==> config.mk <==
export PLATFORM = sky130hd
export DESIGN_NAME = pci_target_ctrl
export DESIGN_NICKNAME = d
export VERILOG_FILES = /design/src/rtl/pci_target_ctrl.sv
export SDC_FILE = /design/constraint.sdc
export NUM_CORES = 1
export LEC_CHECK = 0
export ABC_AREA = 0
export CAP_MARGIN = 20
export CORE_ASPECT_RATIO = 0.6
export CORE_MARGIN = 3
export CORE_UTILIZATION = 39
export CTS_CLUSTER_DIAMETER = 60
export CTS_CLUSTER_SIZE = 20
export DETAILED_ROUTE_END_ITERATION = 12
export PLACE_DENSITY = 0.85
export SLEW_MARGIN = 25
export SYNTH_ARGS = -nofsm -noshare
export SYNTH_HDL_FRONTEND = slang
export SYNTH_SLANG_ARGS = --single-unit
==> constraint.sdc <==
create_clock -name clk -period 2.7 [get_ports clk]
set_input_delay 0.54 -clock clk [delete_from_list [all_inputs] [get_ports clk]]
set_output_delay 0.54 -clock clk [all_outputs]
set_load 0.01 [all_outputs]
==> src/rtl/pci_target_ctrl.sv <==
// PCI target sequencer: decodes config and four I/O BAR windows and runs a
// single-data-phase handshake (disconnect with data) on every accepted access.
module pci_target_ctrl #(
  parameter int IO_ADDR_BITS = 3
) (
  input  logic        clk,
  input  logic        rst,
  input  logic        frame_n,
  input  logic        irdy_n,
  input  logic        idsel,
  input  logic [3:0]  cbe_n,
  input  logic [31:0] ad_in,
  input  logic [31:0] bar0,
  input  logic [31:0] bar1,
  input  logic [31:0] bar2,
  input  logic [31:0] bar3,
  input  logic        io_en,
  output logic        trdy_n,
  output logic        devsel_n,
  output logic        stop_n,
  output logic        ctl_oe,
  output logic        control,
  output logic        is_config_space,
  output logic        is_io_space0,
  output logic        is_io_space1,
  output logic        is_io_space2,
  output logic        is_io_space3,
  output logic [31:0] addr,
  output logic [3:0]  be,
  output logic        rd_strobe,
  output logic        wr_strobe
);

  typedef enum logic [2:0] {IDLE, DECODE, RD_WAIT, DATA, TURN, BUSY} state_t;

  state_t      state, state_nx;
  logic [3:0]  cmd, cmd_nx;
  logic [4:0]  sel, sel_nx, sel_pick;  // bit0 = config, bit1+n = I/O window n
  logic [31:0] addr_nx;
  logic [3:0]  be_nx;
  logic        trdy_nx, devsel_nx, stop_nx, oe_nx, control_nx, rd_nx, wr_nx;
  logic [3:0][31:0] bar;
  logic [3:0]  io_hit;
  logic        io_cmd, cfg_cmd, unused_bar;

  assign bar        = {bar3, bar2, bar1, bar0};
  assign unused_bar = ^bar;
  assign io_cmd     = (cmd[3:1] == 3'b001);
  assign cfg_cmd    = (cmd[3:1] == 3'b101);

  always_comb begin
    for (int i = 0; i < 4; i++)
      io_hit[i] = io_en && bar[i][0] &&
                  (addr[31:IO_ADDR_BITS] == bar[i][31:IO_ADDR_BITS]);
  end

  // Fixed priority: config, then I/O window 0 down to 3; exactly one select.
  always_comb begin
    sel_pick = 5'b0;
    if (cfg_cmd && idsel && addr[1:0] == 2'b00) sel_pick = 5'b00001;
    else if (io_cmd && io_hit[0])               sel_pick = 5'b00010;
    else if (io_cmd && io_hit[1])               sel_pick = 5'b00100;
    else if (io_cmd && io_hit[2])               sel_pick = 5'b01000;
    else if (io_cmd && io_hit[3])               sel_pick = 5'b10000;
  end

  always_comb begin
    state_nx   = state;
    cmd_nx     = cmd;
    sel_nx     = sel;
    addr_nx    = addr;
    be_nx      = be;
    trdy_nx    = trdy_n;
    devsel_nx  = devsel_n;
    stop_nx    = stop_n;
    oe_nx      = ctl_oe;
    control_nx = control;
    rd_nx      = 1'b0;
    wr_nx      = 1'b0;
    case (state)
      IDLE: if (!frame_n) begin
        addr_nx  = ad_in;
        cmd_nx   = cbe_n;
        state_nx = DECODE;
      end
      DECODE: begin
        if (|sel_pick) begin
          sel_nx    = sel_pick;
          devsel_nx = 1'b0;
          oe_nx     = 1'b1;
          if (!cmd[0]) begin
            // Read: one edge of slack so the mux can register read data.
            control_nx = 1'b0;
            state_nx   = RD_WAIT;
          end else begin
            trdy_nx  = 1'b0;
            stop_nx  = 1'b0;
            state_nx = DATA;
          end
        end else begin
          state_nx = BUSY;
        end
      end
      RD_WAIT: begin
        trdy_nx  = 1'b0;
        stop_nx  = 1'b0;
        state_nx = DATA;
      end
      DATA: if (!irdy_n) begin
        be_nx      = ~cbe_n;
        rd_nx      = ~cmd[0];
        wr_nx      = cmd[0];
        trdy_nx    = 1'b1;
        stop_nx    = 1'b1;
        devsel_nx  = 1'b1;
        control_nx = 1'b1;
        state_nx   = TURN;
      end
      TURN: begin
        oe_nx    = 1'b0;
        sel_nx   = 5'b0;
        state_nx = (frame_n && irdy_n) ? IDLE : BUSY;
      end
      BUSY: if (frame_n && irdy_n) state_nx = IDLE;
      default: state_nx = IDLE;
    endcase
  end

  always_ff @(posedge clk or posedge rst) begin
    if (rst) begin
      state     <= IDLE;
      cmd       <= 4'b0;
      sel       <= 5'b0;
      addr      <= 32'b0;
      be        <= 4'b0;
      trdy_n    <= 1'b1;
      devsel_n  <= 1'b1;
      stop_n    <= 1'b1;
      ctl_oe    <= 1'b0;
      control   <= 1'b1;
      rd_strobe <= 1'b0;
      wr_strobe <= 1'b0;
    end else begin
      state     <= state_nx;
      cmd       <= cmd_nx;
      sel       <= sel_nx;
      addr      <= addr_nx;
      be        <= be_nx;
      trdy_n    <= trdy_nx;
      devsel_n  <= devsel_nx;
      stop_n    <= stop_nx;
      ctl_oe    <= oe_nx;
      control   <= control_nx;
      rd_strobe <= rd_nx;
      wr_strobe <= wr_nx;
    end
  end

  assign is_config_space = sel[0];
  assign is_io_space0    = sel[1];
  assign is_io_space1    = sel[2];
  assign is_io_space2    = sel[3];
  assign is_io_space3    = sel[4];

endmodule

==> results.toml <==
[power]
ir_drop_mv = 0.529
finalPower_mw = 5.57
power_density_nw_per_um2 = 901
leakage_nw = 2.35

[timing]
setup_violations = 0
whs_ns = 0.497
max-slew-margin-rel_pct = 62.8
hold_violations = 0
period_minus_slack_ns = 2.61
min_period_over_period_pct = 96.7
fin_setup_tns_ns = 0
grt_setup_unrepaired = "no"
fmax_mhz = 383
fin_skew_ns = 0.00691
final.setup.worst_slack_ns = 0.0887
worst_slew_pin_slew_ns = 0.558
final_max_slew_viol_count = 0

[clock_tree]
cts_tree = "yes"
htreeDepth = 2
root_buffer = "clkbuf_16"
insertion_delay_ns = 0.30
cts_buffer_depth = 2
clkSinkCount = 54
post_cts_buffers = 0
clk_pin_slew_worst_paths_ns = 0.07
hold_buffers = 0
cts_buffers = 5

[synth]
synth_top_family_by_area = "XOR/XNOR gates"
ys_ff_latch = 54
yosysUniqueCellTypes = 47
synth-edff-count = 0
synth_compound_area_share_pct = 7.15
synth_area_leaders = "dfrtp_1 (34%), xnor2_1 (20%), mux2_2 (10%)"
synth_top_area_cell = "dfrtp_1"
yosys.area_share.xor_xnor_pct = 27.6
yosys_warnings = 0
syn_nets = 541
synth_async_sr_flop_share_pct = 100
synth_fa_ha_area_share_pct = 0
synthMuxAreaShare_pct = 10.3
synth_simple_gate_area_share_pct = 13.6
syn_area_per_cell_um2 = 10.0
syn_inst = 371
yosysTopAreaCellShare_pct = 34.4
syn-cell-area_um2 = 3710
yosysSeqAreaShare_pct = 36.5
synthFlopType = "dfrtp_1"

[die]
design.die.area_um2 = 10800
ioPinCount = 218
core_area_um2 = 8880
die_x_um = 132
fp.dieH_um = 81.5
start_util_pct = 41.8
row_count = 26

[global_route]
grt_pass1_vias = 3793
grt_start_max_net_pins = 24
grt_pass1_wl_um = 21500
grt-ovfl-total = 0
antenna_found_initial = 0
grtUsageTotal_pct = 26.5

[detailed_routing]
ant_nets = 0
dr_total_vias = 3609
avgViaCountPerCell = 5.14
wl_um = 14300
drt_iter0_drc = 175
wl_per_cell_um = 20.4
dr.pass1.iters = 5
drc_errors = 0

[setup_path]
arrival_ns = 2.79
reg2reg_slack_ns = 0.25
r2r-end = "state[2]$_DFFE_PP0P_"
critPathCaptureType = "flip-flop"
critPathMaxFanout = 5
rr_worst_depth = 9
required_ns = 2.88
criticalPathCategory = "primary input to flip-flop"
start_kind = "primary input"
crit-reg2reg-launch = "addr[16]$_DFFE_PP0P_"

[placement]
gp_routability_congestion = 0.899
port-buffer-count = 209
dpl_worst_slack_ns = -0.368
hpwl_um = 12000

[final_layout]
regArea_um2 = 1360
nNetsFinal = 745
drive_gt1_share_pct = 14.8
syn_to_final_growth_pct = 66.8
final.fill_count = 691
multiInputGateArea_um2 = 2190
diodes = 0

[hold_path]
holdPathEnd = "be[0]$_DFFE_PP0P_"
hold_path_class = "flip-flop to flip-flop"
holdPathStages = 2
hold_start = "be[0]$_DFFE_PP0P_"

[flow_run]
drv_cap = 0

[run_status]
outcome = "finished clean"
## cells in the final DEF, fill, tap and decap left out, types with 9 or more instances in the layout
cell type | synthesis | layout
clkdlybuf4s50_1 | 0 | 209
xnor2_1 | 86 | 86
dfrtp_1 | 51 | 51
mux2_2 | 34 | 34
xor2_1 | 26 | 26
buf_4 | 1 | 26
nand4_1 | 25 | 25
nor2_1 | 12 | 12
nand2_1 | 12 | 12
o21ai_0 | 10 | 10
a21oi_1 | 10 | 9
## kinds of logic after synthesis
logic type,count (synthesis)
XOR/XNOR,114
AO/OA/AOI/OAI,37
buffers and inverters,46
multiplexers,34
flip-flops,54
AND/OR/NAND/NOR,86
## registers in the layout, summed over array words and instances (netlist names)
signal,cells
control,1
ctl_oe,1
rd_strobe,1
devsel_n,1
sel,5
cmd,4
addr,32
state,3
wr_strobe,1
stop_n,1
be,4
## Yosys cell counts, types with 2 or more instances
library cell	n
a21oi_1	10
mux2_2	34
nor2_1	12
clkbuf_1	34
o32a_1	2
nand2b_1	2
o21ai_0	10
and2_1	2
nor4_1	10
nand2_1	12
inv_1	8
nand4_1	25
xnor2_1	86
or3_1	3
and3_1	2
dfrtp_1	51
buf_1	2
nor3_1	4
nor2b_1	2
xor2_1	26
dfstp_2	3
nand3_1	4
o31ai_1	3
## where the power goes
part,switching [mW],internal (mW)
Sequential,0.679,1.15
Clock,0.307,0.397
Combinational,1.24,1.80
## layer usage
metal | vias to the layer above | wire length, µm | track usage (%)
met5 | - | 0 | 0
met3 | 12 | 1450 | 7.65
met4 | 0 | 107 | 4.40
li1 | 1679 | - | -
met2 | 186 | 6530 | 44.0
met1 | 1732 | 6250 | 35.4
## metrics by stage
| stage | instances | util [%] | instance area [µm²] |
|---|---|---|---|
| floorplan | 371 | - | 3710 |
| global placement | 694 | 67.7 | 6010 |
| detailed placement | 694 | 67.7 | 6010 |
| CTS | 702 | 69.5 | 6170 |
| global route | 702 | 69.6 | 6180 |
| finish | 702 | 69.6 | 6180 |
## critical path, stage by stage
cell	delay, ns
clkdlybuf4s50_1	0.46
and4bb_2	0.25
buf_4	0.15
nand4_1	0.07
nor4_1	0.31
buf_4	0.17
nand2_1	0.06
and3_1	0.25
and2_4	0.21
o311a_1	0.32
## timing repair
item	4_1_cts	5_1_grt
endpoints found under the setup margin	5	7
gates resized for setup	0	3
pin swaps	2	1
## cell type report
cell class	instances	share of cell area [%]
clock buffer	7	2.47
inverter	8	0.486
multi-input combinational	271	35.5
sequential	54	21.9
tap	126	2.55
timing repair buffer	235	37.0
clock inverter	1	0.142
## worst max-delay path by stage
stage                         from              endpoint  cells past startpoint
6_report                     io_en  state[2]$_DFFE_PP0P_                     10
5_1_grt                      io_en  state[2]$_DFFE_PP0P_                     10
4_1_cts                      io_en    sel[0]$_DFFE_PP0P_                      9
3_3_place_gp                 io_en    sel[0]$_DFFE_PP0P_                      9
3_5_place_dp                 io_en  state[2]$_DFFE_PP0P_                      8
2_1_floorplan  addr[6]$_DFFE_PP0P_  state[2]$_DFFE_PP0P_                      8
No activity file was read; power rests on OpenSTA's default activity.
